## src/rtl/instr_fetch_pkg.sv

```systemverilog
// Shared definitions for the instruction-fetch block: FSM encoding, register-to-bus
// select codes and the width of the memory wait counter.
package instr_fetch_pkg;

    typedef enum logic [1:0] {
        IDLE     = 2'd0,
        LOAD_AR  = 2'd1,
        MEM_WAIT = 2'd2,
        HOLD     = 2'd3
    } fetch_state_e;

    // Select codes understood by the register-to-bus mux.
    localparam logic [3:0] BUS_SEL_NONE = 4'b0000;
    localparam logic [3:0] BUS_SEL_AR   = 4'b0001;
    localparam logic [3:0] BUS_SEL_DR   = 4'b0011;
    localparam logic [3:0] BUS_SEL_AC   = 4'b0100;
    localparam logic [3:0] BUS_SEL_IR   = 4'b0101;
    localparam logic [3:0] BUS_SEL_TR   = 4'b0110;
    localparam logic [3:0] BUS_SEL_MEM  = 4'b0111;
    localparam logic [3:0] BUS_SEL_PC   = 4'b1010;

    // Wide enough for the largest supported timeout (255 cycles).
    localparam int CNT_W = 8;

    function automatic logic [3:0] fetch_bus_sel(input fetch_state_e st,
                                                 input logic [3:0]   pc_code);
        return (st == LOAD_AR) ? pc_code : BUS_SEL_NONE;
    endfunction

endpackage

```

## src/rtl/instr_fetch_timer.sv

```systemverilog
// Memory-wait counter: cleared outside the wait state, counts wait cycles and flags
// the last allowed cycle so the FSM can give up on the same edge.
module fetch_timer
    import instr_fetch_pkg::*;
#(
    parameter int TIMEOUT = 15
) (
    input  logic clk,
    input  logic rst_n,
    input  logic clear_i,
    input  logic enable_i,
    output logic expired_o
);

    localparam logic [CNT_W-1:0] LAST_CNT = CNT_W'(TIMEOUT - 1);

    logic [CNT_W-1:0] count_q;
    logic [CNT_W-1:0] count_d;

    always_comb begin
        count_d = count_q;
        if (clear_i) begin
            count_d = '0;
        end else if (enable_i && (count_q != LAST_CNT)) begin
            count_d = count_q + 1'b1;
        end
    end

    always_ff @(posedge clk or negedge rst_n) begin
        if (!rst_n) begin
            count_q <= '0;
        end else begin
            count_q <= count_d;
        end
    end

    // Asserted during the TIMEOUT-th wait cycle, i.e. the last one an ack may arrive in.
    assign expired_o = enable_i && (count_q == LAST_CNT);

endmodule

```

## src/rtl/instr_fetch.sv

```systemverilog
// Instruction fetch sequencer: routes PC onto the bus into AR, issues a memory read,
// captures the returned word into IR and holds it until the decoder takes it.
module instr_fetch
    import instr_fetch_pkg::*;
#(
    parameter int         DATA_W  = 16,
    parameter int         TIMEOUT = 15,
    parameter logic [3:0] SEL_PC  = BUS_SEL_PC
) (
    input  logic              clk,
    input  logic              rst_n,
    input  logic              start,
    output logic [3:0]        bus_sel,
    output logic              bus_own,
    input  logic [DATA_W-1:0] bus_in,
    output logic              mem_req,
    output logic [DATA_W-1:0] mem_addr,
    input  logic              mem_ack,
    input  logic [DATA_W-1:0] mem_rdata,
    output logic              pc_inc,
    output logic [DATA_W-1:0] ir_out,
    output logic              ir_valid,
    input  logic              ir_taken,
    output logic              fetch_err
);

    fetch_state_e      state_q, state_d;
    logic [DATA_W-1:0] ar_q, ar_d;
    logic [DATA_W-1:0] ir_q, ir_d;
    logic              pc_inc_q, pc_inc_d;
    logic              fetch_err_q, fetch_err_d;

    logic timer_clear;
    logic timer_enable;
    logic timer_expired;

    fetch_timer #(
        .TIMEOUT (TIMEOUT)
    ) u_timer (
        .clk       (clk),
        .rst_n     (rst_n),
        .clear_i   (timer_clear),
        .enable_i  (timer_enable),
        .expired_o (timer_expired)
    );

    always_comb begin
        state_d      = state_q;
        ar_d         = ar_q;
        ir_d         = ir_q;
        pc_inc_d     = 1'b0;
        fetch_err_d  = 1'b0;
        timer_clear  = (state_q != MEM_WAIT);
        timer_enable = (state_q == MEM_WAIT);

        unique case (state_q)
            IDLE: begin
                if (start) begin
                    state_d = LOAD_AR;
                end
            end
            LOAD_AR: begin
                ar_d    = bus_in;
                state_d = MEM_WAIT;
            end
            MEM_WAIT: begin
                // An ack in the final allowed cycle still counts as a successful fetch.
                if (mem_ack) begin
                    ir_d     = mem_rdata;
                    pc_inc_d = 1'b1;
                    state_d  = HOLD;
                end else if (timer_expired) begin
                    fetch_err_d = 1'b1;
                    state_d     = IDLE;
                end
            end
            HOLD: begin
                if (ir_taken) begin
                    state_d = start ? LOAD_AR : IDLE;
                end
            end
            default: begin
                state_d = IDLE;
            end
        endcase
    end

    always_ff @(posedge clk or negedge rst_n) begin
        if (!rst_n) begin
            state_q     <= IDLE;
            ar_q        <= '0;
            ir_q        <= '0;
            pc_inc_q    <= 1'b0;
            fetch_err_q <= 1'b0;
        end else begin
            state_q     <= state_d;
            ar_q        <= ar_d;
            ir_q        <= ir_d;
            pc_inc_q    <= pc_inc_d;
            fetch_err_q <= fetch_err_d;
        end
    end

    // Pulses are registered, so they appear in the cycle after the deciding edge.
    assign bus_sel   = fetch_bus_sel(state_q, SEL_PC);
    assign bus_own   = (state_q == LOAD_AR);
    assign mem_req   = (state_q == MEM_WAIT);
    assign mem_addr  = ar_q;
    assign pc_inc    = pc_inc_q;
    assign ir_out    = ir_q;
    assign ir_valid  = (state_q == HOLD);
    assign fetch_err = fetch_err_q;

endmodule

```

## config.mk

```make
export PLATFORM = sky130hd
export DESIGN_NAME = instr_fetch
export DESIGN_NICKNAME = d
export VERILOG_FILES = /design/src/rtl/instr_fetch_pkg.sv /design/src/rtl/instr_fetch_timer.sv /design/src/rtl/instr_fetch.sv
export SDC_FILE = /design/constraint.sdc
export NUM_CORES = 1
export LEC_CHECK = 0
export ABC_AREA = 1
export BUFFER_PORTS_ARGS = -buffer_cell sky130_fd_sc_hd__buf_2
export CORE_MARGIN = 2
export CORE_UTILIZATION = 50
export DETAILED_ROUTE_END_ITERATION = 6
export PLACE_DENSITY_LB_ADDON = 0.12
export SKIP_LAST_GASP = 1
export SLEW_MARGIN = 25
export SYNTH_ARGS = -nofsm -noshare
export SYNTH_HDL_FRONTEND = slang
export SYNTH_SLANG_ARGS = --single-unit
```

## constraint.sdc

```tcl
create_clock -name clk -period 3.1 [get_ports clk]
set_input_delay 0.62 -clock clk [delete_from_list [all_inputs] [get_ports clk]]
set_output_delay 0.62 -clock clk [all_outputs]
set_load 0.03 [all_outputs]
```

# Yosys cells after proc, flatten, opt, wreduce, memory -nomap -nowiden
# Index checks and enable logic that the tools add are counted.
# W data, S select, Z words.
# word_totals
reg_bits	44
input_bits	37
elab_cells	36
# op_classes
addsub	1
eq_ne	9
n_mux	14
reduce_logical	6
# ops
op	count
$mux W8	2
$add A8 B1 Y8 const B	1
$eq A8 B4 Y1 const B	1
$mux W2	4
$ne A8 B4 Y1 const B	1
$pmux W2 S4	1
$mux W1	6
$eq A2 B2 Y1 const B	2
$mux W4	1
$ne A2 B2 Y1 const B	2
$ne A3 B3 Y1 const B	1
$reduce_and A3 Y1	1
$eq A2 B1 Y1 const B	1
$logic_and A1 B1 Y1	2
$logic_not A2 Y1	1
$ne A2 B1 Y1 const B	1
$reduce_and A2 Y1	1
$reduce_bool A2 Y1	1

# Depth between registers and ports, before layout
# depth
word_depth	5
ltp_mapped	8
mapped_depth_nobuf	7

# Modules after synthesis
# From an unflattened synthesis, not the netlist that was laid out.
# hier_totals
cells_unflattened	236
area_unflattened_um2	1983.2
# by_module_without_submodules
module	instances	cells_per_inst	area_per_inst_um2
instr_fetch	1	167	1477.7
fetch_timer	1	69	505.5

# Worst setup path after synthesis
# Ideal clock, no wire load.
# synth_timing
kind	register -> output
start	reg state_q[1]
end	out bus_sel[1]
arrival_time_ns	1.146
path_slack_ns	1.334
stages_incl_launch_ff	4
path_cell_list	dfrtp_1 > nor2_2 > buf_4 > buf_4
# synth_via
elab_chain_len	2
# synth_rtl
element	line	text
from (decl)	instr_fetch.sv:27	fetch_state_e state_q, state_d;
from (signal assigned)	instr_fetch.sv:96	state_q <= state_d;
$eq A2 B1 Y1	-	
net bus_own	instr_fetch.sv:14	output logic bus_own,
$mux W4	instr_fetch_pkg.sv:27	return (st == LOAD_AR) ? pc_code : BUS_SEL_NONE;
to (decl)	instr_fetch.sv:13	output logic [3:0] bus_sel,
# The timed path passes the listed nets, and every way through them passes these cells.

# Worst setup path after layout
# layout_timing
start	reg state_q[1]
end	out bus_sel[3]
# layout_via
elab_chain_len	2
# layout_rtl
element	line
$eq A2 B1 Y1	instr_fetch_pkg.sv:27
$mux W4	instr_fetch_pkg.sv:27
# Every way passes these cells.

==> key figures <==
Min path
  – Worst min-delay path class: input port to async pin

Setup path
  – Crit-path max FO: 20
  – WS Path Type: flop to output port
  – Arrival time worst endpoint: 1320 ps
  – CP Launch Type: flop
  – Setup crit end kind: output port
  – Worst Path Required: 2480 ps

Drt
  – Initial DRC Count: 93
  – DRC viols: 0
  – Routed Antenna Nets: 0
  – Vias: 1556
  – Drt first pass iters: 4
  – Post-Route WL: 3610 µm
  – Vias per inst: 4.66
  – WL/cell: 10.8 µm

Cells and area
  – Final #Nets: 324
  – Antenna Cells: 0
  – Layout area overhead: 25.9%
  – Share of cells above drive strength 1: 32.2%
  – Final instance area: 2320 µm²
  – Most frequent cells in the layout: nand2_1, buf_2, dfrtp_1
  – Most common cell after layout, fill and taps aside: nand2_1

STA
  – Final period demand of the worst path: 1940 ps
  – Final number of max-transition violations: 0
  – Post-route setup slack: 1160 ps
  – Final period utilization: 62.4%
  – Sum Neg Setup Slack: 0 ps
  – Fmax: 0.517 GHz
  – Tightest Pin Transition: 519 ps
  – Unrepaired setup endpoints after global routing: no
  – Rel. slew slack: 65.4%
  – Clock Skew: 7.21 ps
  – Final hold vios: 0
  – Setup violators final: 0

Synth
  – Cell taking the most area after synthesis: dfrtp_1
  – Synthesis-stage register bit count: 44
  – Synth area leaders: dfrtp_1, nand2_1, buf_4
  – Top FF cell, synth: dfrtp_1
  – Area share of the largest cell type after synthesis: 59.6%
  – Synth Instances: 209
  – Syn Area/Cell: 8.84 µm²
  – Mapped Area: 1850 µm²
  – Asr flop ratio synth: 100%
  – EDFF count, synth: 0
  – Register area share after synthesis: 59.6%
  – Netlist cell types: 23
  – Yosys Warn Count: 0

Placement
  – Routability cong.: 0.737
  – Number of port buffers: 75
  – Placement Cell Area: 2230 µm²
  – Worst slack at placement: 1470 ps
  – HPWL Detailed: 2640 µm

Clock network
  – Clk root buf: clkbuf_8
  – Clk buf depth: 2
  – Postcts setup bufs: 0
  – Post-CTS sizing: 0
  – Clock Sinks: 44
  – H-tree levels: 2
  – Worst-Skew Late Latency: 290 ps
  – CTS tree: yes
  – Clock transition at path regs: 80 ps
  – Hold_buf cts: 0
  – Number of buffers created by CTS: 5

Die
  – DIE HEIGHT: 64.8 µm
  – Row count: 22
  – Area of the die: 4200 µm²
  – Initial Utilization: 51.2%
  – Number of I/O pins: 78
  – Core area: 3610 µm²
  – Die width: 64.8 µm

Job
  – Max Cap Viol: 0

Pwr
  – Sequential share of power: 36.8%
  – Net Switching: 0.00120 W
  – Clk pwr share: 14.3%
  – VDD IR max: 0.000594 V
  – Power Internal: 0.00133 W
  – Static leakage: 1.36 nW
  – Sw Ratio: 47.5%
  – Cell Pwr Density: 1090 nW/µm²
  – Combinational power share: 48.9%

Global routing
  – Gr ovfl total: 0
  – First-pass GRT wire length: 6480 µm
  – Initial antenna violation count: 0
  – Vias in the first global route: 1505
  – All-Layer GR Usage: 20.4%
  – Largest net degree at the start of global routing: 45

Run status
  – Status: finished clean
## Yosys cell counts (3+ instances only)
library cell and n:
nor2_1 10, nand3_1 7, inv_1 6, buf_4 5, nand2_1 106, dfrtp_1 44
nand4_1 3, a21oi_1 3, o21ai_0 4
## power by group through the flow
| stage | sequential, W | combinational [W] | clock (W) |
|---|---|---|---|
| 2_1_floorplan | 0.00134 | 0.000522 | 0 |
| 3_3_place_gp | 0.000932 | 0.00123 | 0 |
| 3_5_place_dp | 0.000933 | 0.00126 | 0 |
| 4_1_cts | 0.000930 | 0.00125 | 0.000372 |
| 5_1_grt | 0.000957 | 0.00137 | 0.000406 |
| 6_report | 0.000928 | 0.00124 | 0.000361 |
## cells by family (layout without fill, tap and decap cells)
| family | after synthesis | count (layout) | synth area share, % |
|---|---|---|---|
| AOI/OAI and AO/OA | 10 | 10 | 2.98 |
| xor gates and xnor gates | 1 | 1 | 0.474 |
| adders and majority gates | 2 | 2 | 1.35 |
| buffers and inverters | 18 | 94 | 6.10 |
| DFF | 44 | 44 | 59.6 |
| other | 1 | 2 | 0.203 |
| and+or+nand+nor | 133 | 133 | 29.3 |
## critical path, stage by stage, from the launching register on
cell and delay (ps):
dfrtp_1 450, nor2_2 120, buf_4 220, buf_2 230
## per-stage QoR
| stage | hold WS [ps] | cells | util [%] | power (W) |
|---|---|---|---|---|
| 6_report | 307 | 334 | 64.5 | 0.00252 |
| 5_1_grt | 334 | 334 | 64.5 | 0.00273 |
| 4_1_cts | 474 | 334 | 64.4 | 0.00256 |
| 3_5_place_dp | 454 | 326 | 61.8 | 0.00219 |
| 3_3_place_gp | 449 | 326 | 61.8 | 0.00217 |
| 2_1_floorplan | 324 | 210 | - | 0.00186 |
## metal layers
metal | track usage, % | routed length (µm) | part of all wire, % | vias up
li1 | - | - | - | 790
met1 | 24.8 | 1600 | 44 | 722
met2 | 34.5 | 1800 | 50 | 42
met3 | 6.08 | 190 | 5.3 | 2
met4 | 7.18 | 22 | 0.61 | 0
met5 | 0 | 0 | 0 | -
## layout make-up
| cell class | count | area (µm²) |
|---|---|---|
| flip-flops and latches | 44 | 1100 |
| clock inverters | 1 | 7.51 |
| well taps | 48 | 60.1 |
| inverters | 10 | 47.5 |
| repair buffers | 76 | 385 |
| multi-input cells | 148 | 637 |
| fillers | 334 | 1280 |
| clock buffers | 7 | 86.3 |
## flip-flops by register name, indices dropped and copies added (netlist names)
| name | cells |
|---|---|
| fetch_err | 1 |
| ir_out | 16 |
| mem_addr | 16 |
| pc_inc | 1 |
| state_q | 2 |
| u_timer.count_q | 8 |
## worst paths after layout
check | from | to | slack [ps] | cells after the start
min in group clk | mem_addr[1]$_DFFE_PN0P_ | mem_addr[1]$_DFFE_PN0P_ | 470 | 2
setup / recovery | state_q[1]$_DFFE_PN0P_ | bus_sel[3] | 1160 | 3
hold reg to reg | mem_addr[1]$_DFFE_PN0P_ | mem_addr[1]$_DFFE_PN0P_ | 470 | 2
max in group asynchronous | rst_n | ir_out[12]$_DFFE_PN0P_ | 2440 | 1
hold / removal | rst_n | mem_addr[1]$_DFFE_PN0P_ | 310 | 1
setup reg to reg | u_timer.count_q[0]$_DFFE_PN0P_ | u_timer.count_q[0]$_DFFE_PN0P_ | 1690 | 7
No activity file was read; power rests on OpenSTA's default activity.
